$ cat src/rtl/riscv_imem_ctrl.sv
// -----------------------------------------------------------------------------
// riscv_imem_ctrl
// Instruction-memory controller and run sequencer for a single-cycle RISC-V
// core. Holds a DEPTH x 32 instruction store, fills it from a host
// valid/ready stream, serves the processor's fetch from pc_in and gates
// execution with cpu_en until EBREAK, a cycle limit or a host halt stops it.
//
// Ports:
//   clk, rst_n          clock (rising edge) and async active-low reset
//   load_start          pulse: begin a program load (IDLE only)
//   run_start           pulse: begin execution (IDLE only, load_start wins)
//   halt_req            host stop request while running
//   done_ack            acknowledge completion, DONE -> IDLE
//   ld_valid/ld_data/ld_last/ld_ready   host load stream
//   pc_in               processor PC
//   instr_out           fetched instruction (NOP_WORD when not valid)
//   cpu_en              processor advance enable (high in RUN)
//   state               0=IDLE 1=LOAD 2=RUN 3=DONE
//   word_count          number of valid words in the store
//   cycle_count         RUN cycles elapsed (saturating)
//   done                high in DONE
//   overflow            sticky: load stream ran past DEPTH words
//   halt_reason         0=none 1=EBREAK 2=cycle limit 3=host halt
// -----------------------------------------------------------------------------
module riscv_imem_ctrl #(
    parameter int          DEPTH      = 64,
    parameter int          ADDR_W     = 6,
    parameter int          MAX_CYCLES = 0,
    parameter logic [31:0] NOP_WORD   = 32'h00000013
) (
    input  logic              clk,
    input  logic              rst_n,
    input  logic              load_start,
    input  logic              run_start,
    input  logic              halt_req,
    input  logic              done_ack,
    input  logic              ld_valid,
    input  logic [31:0]       ld_data,
    input  logic              ld_last,
    output logic              ld_ready,
    input  logic [31:0]       pc_in,
    output logic [31:0]       instr_out,
    output logic              cpu_en,
    output logic [1:0]        state,
    output logic [ADDR_W:0]   word_count,
    output logic [31:0]       cycle_count,
    output logic              done,
    output logic              overflow,
    output logic [1:0]        halt_reason
);

    typedef enum logic [1:0] {
        ST_IDLE = 2'd0,
        ST_LOAD = 2'd1,
        ST_RUN  = 2'd2,
        ST_DONE = 2'd3
    } state_t;

    localparam logic [31:0]     EBREAK_WORD = 32'h00100073;
    // Byte-address limit of the store, one bit wider so 4*DEPTH never wraps.
    localparam logic [32:0]     PC_LIMIT    = 33'(4 * DEPTH);
    localparam logic [ADDR_W:0] LAST_SLOT   = (ADDR_W + 1)'(DEPTH - 1);
    localparam logic [32:0]     CYCLE_LIMIT = 33'(MAX_CYCLES);
    localparam logic [ADDR_W:0] WC_ONE      = (ADDR_W + 1)'(1);

    state_t              state_r;
    state_t              state_nxt_s;
    logic [ADDR_W:0]     word_count_r;
    logic [31:0]         cycle_count_r;
    logic                overflow_r;
    logic [1:0]          halt_reason_r;
    logic [31:0]         mem_r [DEPTH];

    logic [ADDR_W-1:0]   fetch_idx_s;
    logic                fetch_ok_s;
    logic [31:0]         instr_s;
    logic                xfer_s;
    logic                last_slot_s;
    logic                ebreak_s;
    logic                limit_s;

    // Saturating increment for the run-cycle counter.
    function automatic logic [31:0] sat_inc(input logic [31:0] value);
        if (value == 32'hFFFFFFFF) begin
            return value;
        end else begin
            return value + 32'd1;
        end
    endfunction

    assign fetch_idx_s = pc_in[ADDR_W+1:2];
    // Fetch is served from the store only for an aligned, in-range PC that
    // points at a word actually written by the last load.
    assign fetch_ok_s  = (state_r == ST_RUN) && (pc_in[1:0] == 2'b00) &&
                         ({1'b0, pc_in} < PC_LIMIT) &&
                         ({1'b0, fetch_idx_s} < word_count_r);
    assign xfer_s      = (state_r == ST_LOAD) && ld_valid;
    assign last_slot_s = (word_count_r == LAST_SLOT);
    assign ebreak_s    = (instr_s == EBREAK_WORD);
    assign limit_s     = (MAX_CYCLES != 0) &&
                         (({1'b0, cycle_count_r} + 33'd1) == CYCLE_LIMIT);

    // Instruction fetch mux: stored word or NOP.
    always_comb begin
        instr_s = NOP_WORD;
        if (fetch_ok_s) begin
            instr_s = mem_r[fetch_idx_s];
        end else begin
            instr_s = NOP_WORD;
        end
    end

    // Next-state logic of the sequencer.
    always_comb begin
        state_nxt_s = state_r;
        case (state_r)
            ST_IDLE: begin
                if (load_start) begin
                    state_nxt_s = ST_LOAD;
                end else if (run_start) begin
                    state_nxt_s = ST_RUN;
                end else begin
                    state_nxt_s = ST_IDLE;
                end
            end
            ST_LOAD: begin
                // Leave on the final word or when the store is full.
                if (xfer_s && (ld_last || last_slot_s)) begin
                    state_nxt_s = ST_IDLE;
                end else begin
                    state_nxt_s = ST_LOAD;
                end
            end
            ST_RUN: begin
                if (halt_req || ebreak_s || limit_s) begin
                    state_nxt_s = ST_DONE;
                end else begin
                    state_nxt_s = ST_RUN;
                end
            end
            ST_DONE: begin
                if (done_ack) begin
                    state_nxt_s = ST_IDLE;
                end else begin
                    state_nxt_s = ST_DONE;
                end
            end
            default: begin
                state_nxt_s = ST_IDLE;
            end
        endcase
    end

    // State register.
    always_ff @(posedge clk or negedge rst_n) begin
        if (!rst_n) begin
            state_r <= ST_IDLE;
        end else begin
            state_r <= state_nxt_s;
        end
    end

    // Counters and status flags, updated according to the current state.
    always_ff @(posedge clk or negedge rst_n) begin
        if (!rst_n) begin
            word_count_r  <= '0;
            cycle_count_r <= 32'd0;
            overflow_r    <= 1'b0;
            halt_reason_r <= 2'd0;
        end else begin
            case (state_r)
                ST_IDLE: begin
                    if (load_start) begin
                        word_count_r <= '0;
                        overflow_r   <= 1'b0;
                    end else if (run_start) begin
                        cycle_count_r <= 32'd0;
                        halt_reason_r <= 2'd0;
                    end
                end
                ST_LOAD: begin
                    if (xfer_s) begin
                        word_count_r <= word_count_r + WC_ONE;
                        if (last_slot_s && !ld_last) begin
                            overflow_r <= 1'b1;
                        end
                    end
                end
                ST_RUN: begin
                    // The halting cycle is counted as well.
                    cycle_count_r <= sat_inc(cycle_count_r);
                    if (halt_req) begin
                        halt_reason_r <= 2'd3;
                    end else if (ebreak_s) begin
                        halt_reason_r <= 2'd1;
                    end else if (limit_s) begin
                        halt_reason_r <= 2'd2;
                    end
                end
                default: begin
                    word_count_r <= word_count_r;
                end
            endcase
        end
    end

    // Instruction store write port; contents survive reset.
    always_ff @(posedge clk) begin
        if (xfer_s) begin
            mem_r[word_count_r[ADDR_W-1:0]] <= ld_data;
        end
    end

    assign ld_ready    = (state_r == ST_LOAD);
    assign cpu_en      = (state_r == ST_RUN);
    assign done        = (state_r == ST_DONE);
    assign state       = state_r;
    assign instr_out   = instr_s;
    assign word_count  = word_count_r;
    assign cycle_count = cycle_count_r;
    assign overflow    = overflow_r;
    assign halt_reason = halt_reason_r;

endmodule

$ cat config.mk
export PLATFORM = sky130hd
export DESIGN_NAME = riscv_imem_ctrl
export DESIGN_NICKNAME = d
export VERILOG_FILES = /design/src/rtl/riscv_imem_ctrl.sv
export SDC_FILE = /design/constraint.sdc
export NUM_CORES = 2
export LEC_CHECK = 0
export CAP_MARGIN = 10
export CORE_UTILIZATION = 40
export DETAILED_ROUTE_END_ITERATION = 6
export HOLD_SLACK_MARGIN = 0.1
export SETUP_SLACK_MARGIN = 0.5
export SLEW_MARGIN = 20
export SYNTH_ARGS = -nofsm -noshare
export SYNTH_HDL_FRONTEND = slang
export SYNTH_SLANG_ARGS = --single-unit
$ cat constraint.sdc
create_clock -name clk -period 4.2 [get_ports clk]
set_clock_uncertainty 0.05 [all_clocks]
set_input_delay 0.84 -clock clk [delete_from_list [all_inputs] [get_ports clk]]
set_output_delay 0.84 -clock clk [all_outputs]
set_load 0.05 [all_outputs]
* Yosys cells after proc, flatten, opt, wreduce, memory -nomap -nowiden
Memory sizes are Yosys's and may differ from the RTL's.
Index checks and enable logic that the tools add are counted.
W data, S select, Z words.
** Word-level totals
- Flip-flop bits (word level) :: 44
- Latch bits :: 0
- Bits in writable memories :: 2048
- Memory bits (read-only) :: 0
- Input bits :: 72
- Output and inout bits :: 79
- Memories kept :: 1
** Operators by class
- $add $sub $neg :: 2
- $mul :: 0
- Div/mod/pow operators :: 0
- Order comparisons :: 2
- Eq/ne operators :: 13
- Shifts and indexed selects :: 0
- Muxes and demuxes :: 25
- Bitwise gates (word level) :: 0
- Reduce and logical (&&, ||, !) cells :: 17
** Memories
- mem_r :: words 64, width 32, rd ports 1, clocked after Yosys merged registers in 0, wr ports 1, RTL line 72 : logic [31:0] mem_r [DEPTH];
** Operators with widths (count)
- $mux W32 :: 4
- $pmux W32 S2 :: 1
- $add A32 B1 Y32 const B :: 1
- $eq A32 B21 Y1 const B :: 1
- $eq A32 B32 Y1 const B :: 1
- $lt A32 B9 Y1 const B :: 1
- $mux W2 :: 7
- $mux W7 :: 2
- $pmux W7 S2 :: 1
- $reduce_and A4 Y1 :: 3
- $ne A2 B2 Y1 const B :: 4
- $pmux W2 S4 :: 1
- $add A7 B1 Y7 const B :: 1
- $eq A7 B6 Y1 const B :: 1
- $lt A6 B7 Y1 :: 1
- $mux W1 :: 7
- $logic_and A1 B1 Y1 :: 6
- $eq A2 B2 Y1 const B :: 2
- $logic_not A2 Y1 :: 2
- $ne A2 B1 Y1 const B :: 2
- $pmux W2 S2 :: 1
- $reduce_bool A2 Y1 :: 2
- $ne A3 B2 Y1 const B :: 1
- $reduce_and A3 Y1 :: 1
- 4 further kinds :: 5

* Depth between registers and ports, before layout
- Depth in word-level cells :: 9
- Gate-level depth with buffers :: 16
- Gate-level depth less buffers :: 11

* Worst setup path before layout
No wires, ideal clock.
- Path type :: reg2reg
- From :: register word_count_r[4] (netlist: word_count[4])
- To :: register state_r[0] (netlist: state[0])
- Setup time :: 0.129 ns
- Data arrival time :: 5.655 ns
- Data required time :: 4.021 ns
- Path slack :: -1.634 ns
- Stages on the path, launching flop included :: 12
- Cell sequence :: dfrtp_1 > inv_1 > ha_1 > and3b_1 > a2111oi_0 > and2_1 > nand3_1 > a2111oi_0 > nor4bb_1 > and4_1 > a211oi_1 > o31ai_2
** On the way
- Longest elaborated chain between the ends :: 7
** Ends and longest elaborated chain
- start, declared :: RTL line 68 : logic [ADDR_W:0] word_count_r;
- start signal, assigned :: RTL line 183 : word_count_r <= word_count_r + WC_ONE;
- start signal, assigned :: RTL line 201 : word_count_r <= word_count_r;
- $lt A6 B7 Y1 :: RTL line 96 : ({1'b0, fetch_idx_s} < word_count_r);
- $logic_and A1 B1 Y1 :: RTL line 95 : ({1'b0, pc_in} < PC_LIMIT) &&
- $mux W32 :: RTL line 106 : if (fetch_ok_s) begin
- via instr_out[23] :: RTL line 42 : output logic [31:0] instr_out,
- $eq A32 B21 Y1 :: RTL line 99 : assign ebreak_s = (instr_s == EBREAK_WORD);
- $logic_or A1 B1 Y1 :: RTL line 135 : if (halt_req || ebreak_s || limit_s) begin
- $mux W1 :: RTL line 135
- $pmux W2 S4 :: RTL line 116 : case (state_r)
- via state_nxt_s[0] :: RTL line 67 : state_t state_nxt_s;
- end signal, assigned :: RTL line 159 : state_r <= state_nxt_s;
- end, declared :: RTL line 66 : state_t state_r;
The timed path passes the listed nets, and every way through them passes these cells.
A chain may end at the register's enable or synchronous reset.

* Final worst setup path
- From :: register word_count_r[5] (netlist: word_count[5])
- To :: output instr_out[23]
** On the way
- Longest elaborated chain between the ends :: 3
** Ends and longest elaborated chain (RTL line)
- $lt A6 B7 Y1 :: 96
- $logic_and A1 B1 Y1 :: 95
- $mux W32 :: 106
- end, declared :: 42
Every way passes these cells.

==> results.md <==
- Die Y: around 450 um
- Post-Synth Simple-Gate Area: 0.0288
- Final ANT Viol Nets: 0
- Violated checks: setup timing
- Pin slew with the least headroom to its limit: approximately 1.2 ns
- Crit Path Max Fanout: 6
- Largest net degree at the start of global routing: 65
- Final Max Tran Viols: 0
- Fmax: approximately 230 MHz
- Syn_area_per_cell: between 20 and 25 um^2
- Post-synth top flop: edfxtp_1
- Compound-Gate Fraction of Synth Area: 0.0332
- Min Tclk post-route: approximately 4.4 ns
- Area post-placement: ~92000 um^2
- Class of the tightest hold or removal check: in2reg
- Most common cell after layout, fill and taps aside: edfxtp_1
- Number of global-route vias before repair: about 45000
- Post-Syn Area: roughly 81000 um^2
- Warnings, synthesis: 0
- Maximum vdd ir drop: around 0.47 mV
- TritonCTS clock tree: built
- I/O pin total: roughly 150
- Initial Utilization: 0.402
- First-pass GRT wire length: between 300000 and 400000 um
- WL/cell: around 36 um
- Distinct cells, synth: 74
- Dpl ws: -0.630 ns
- Unrepaired setup endpoints after global routing: true
- H-tree lvl count: 4
- Crit end category: primary output
- Status: finished, violations left
- Arrival time worst endpoint: roughly 3.5 ns
- Headroom to the max-slew limit: 0.224
- # fillers: between 15000 and 20000
- Vias post-DR: 45900
- Worst-path clk slew: roughly 0.06 ns
- Sequential fraction of the synthesis area: 0.770
- GRT overflow: 0
- Largest family of logic cells by synthesized area: multiplexers
- Number of enable flip-flop cells after synthesis: ~2000
- Clock insertion delay at the later pin of the skew report: about 0.85 ns
- Startpoint types: flop
- Final worst slack: -0.206 ns
- Design area: around 100000 um^2
- Flops & latches, synth: between 2000 and 2500
- IO buf count: 150
- Layout Nets: about 4700
- DR DRC count: 0
- Worst R2R Setup Slack: slightly below 0.6 ns
- Core area: 202000 um^2
- Maximum clock path buffer count: 3
- Fraction of registers with async set or reset after synthesis: 0.0210
- Req. time, crit path: between 3 and 4 ns
- Synth Instances: 3869
- Hold Fails Final Rpt: 0
- Vias per inst: 6.13
- WS Path Type: reg2out
- Multiplexer area fraction after synthesis: 0.150
- Final Wtd Congestion: roughly 0.88
- DRT Wirelength: approximately 270000 um
- Die W: 453 um
- Final setup violation count: 27
- Initial antenna violation count: 13
- Util after Layout: 0.495
- Post-synth net total: 3948
- Adder-cell area share of the yosys netlist: 0.00108
- DR pass1 iterations: 5
- Die Area: approximately 200000 um^2
- Power Dens Cells: 455 nW/um^2
- # rows: 165
- GRT Total Usage: 0.263
- Clock sink count: ~2100
- Xor-xnor portion of the synthesized cell area: 0.00323
- Cts bufs inserted: around 210
- Area Growth Syn to Fin: 23.1%
- Period Utilization, post-route: 1.05
- Max-cap viol count: 0
- HPWL after DPL: 161000 um
- Root Driver: clkbuf_16
- Commonest non-fill, non-tap cells in the layout: edfxtp_1, buf_4, mux4_2
- Layout cells sized above 1: 0.336
- Lkg Pwr: 0.0327 uW
- First DRT Iteration DRCs: between 6000 and 7000
==> layout make-up <==
type                    instances  area (um^2)  area share
clock inverters               130         1210      0.0121
inverters                      19         83.8    0.000838
multi-input cells            1555        18800       0.188
diodes                          4         10.0    0.000100
clock buffers                 259         5500      0.0550
repair buffers                764         8480      0.0848
well taps                    2672         3340      0.0334
flip-flops and latches       2092        62600       0.626
==> through the flow <==
step                hold WS, ns  instances  total power, uW  TNS, ns
floorplan                 0.494       3869            25500        0
global placement          0.470       7033            27200   -10.97
detailed placement        0.477       7033            27200   -10.23
CTS                       0.110       7482            45600    -2.63
global route              0.382       7493            46600    -4.55
finish                    0.392       7495            45500    -2.49
==> per-layer routing <==
| layer | vias up | global-route usage | wire length [um] |
|---|---|---|---|
| li1 | 17800 | - | - |
| met5 | - | 0 | 103 |
| met2 | 2740 | 0.415 | 127000 |
| met3 | 555 | 0.0561 | 27800 |
| met4 | 16 | 0.104 | 12300 |
| met1 | 24800 | 0.358 | 104000 |
==> worst max-delay path, stage by stage (launching register included) <==
cell and delay, ns:
dfrtp_2 0.41, inv_2 0.08, ha_4 0.20, and3b_2 0.24
a2111oi_4 0.46, and2_4 0.24, nand3_4 0.12, buf_12 0.20
a2111oi_4 0.28, buf_4 0.20, buf_6 0.11, buf_12 0.12
==> cells by family after synthesis <==
family / Yosys count
AOI/OAI and AO/OA: 377
buffers and inverters: 222
and+or+nand+nor: 482
adders and majority gates: 7
xor gates and xnor gates: 30
DFF: 2092
muxes: 659
==> worst paths after layout <==
path                              endpoint  cells past startpoint           start
max                          instr_out[23]                     11   word_count[5]
min                          mem_r[35][25]                      1     ld_data[25]
max reg2reg                       state[0]                     15   word_count[5]
min reg2reg                 halt_reason[0]                      2  halt_reason[0]
max in group asynchronous    word_count[5]                      2           rst_n
min in group asynchronous  cycle_count[21]                      2           rst_n
==> cells in the mapped netlist, types with 5 or more instances <==
master | n | area, um^2
a2111oi_0 | 6 | 52.6
a211o_1 | 7 | 61.3
a211oi_1 | 18 | 135
a21o_1 | 6 | 45.0
a21oi_1 | 52 | 260
a221o_1 | 6 | 60.1
a221oi_1 | 22 | 193
a22o_1 | 13 | 114
a22oi_1 | 98 | 736
a31oi_1 | 12 | 75.1
a32oi_1 | 5 | 43.8
and2_1 | 19 | 119
and3_1 | 11 | 68.8
and4_1 | 8 | 70.1
buf_1 | 19 | 71.3
buf_2 | 67 | 335
buf_4 | 31 | 233
buf_6 | 11 | 124
clkbuf_1 | 75 | 282
dfrtp_1 | 44 | 1100
edfxtp_1 | 2048 | 61500
ha_1 | 7 | 87.6
inv_1 | 15 | 56.3
mux2_2 | 10 | 113
mux2i_1 | 206 | 2060
mux4_2 | 443 | 9980
nand2_1 | 100 | 375
nand2b_1 | 17 | 106
nand3_1 | 49 | 245
nand4_1 | 15 | 93.8
nor2_1 | 158 | 593
nor2b_1 | 22 | 138
nor3_1 | 31 | 155
nor4_1 | 14 | 87.6
o2111ai_1 | 7 | 61.3
o211ai_1 | 6 | 45.0
o21ai_0 | 32 | 160
o22ai_1 | 41 | 257
o31ai_1 | 6 | 45.0
or2_2 | 7 | 43.8
or3_1 | 11 | 68.8
xnor2_1 | 14 | 123
xor2_1 | 16 | 140
==> report_power, final <==
part           internal, uW  leakage [uW]  switching [uW]
sequential            23100        0.0190             126
combinational          1430        0.0104            2300
clock                 10500       0.00325            7980
total                 35100        0.0327           10400
==> registers in the layout (all words and copies together), names as in the netlist <==
name	cells
word_count	7
state	2
mem_r	2048
cycle_count	32
halt_reason	2
overflow	1
==> timing repair <==
item / 4_1_cts / 5_1_grt
endpoints found under the hold margin: 0 / 44
pin swaps: 39 / 10
gates cloned: 7 / 0
setup buffers: 53 / 7
setup endpoints to repair: 35 / 34
hold buffers: 0 / 1
resized for setup: 162 / 23
(Power assumes the default switching activity.)
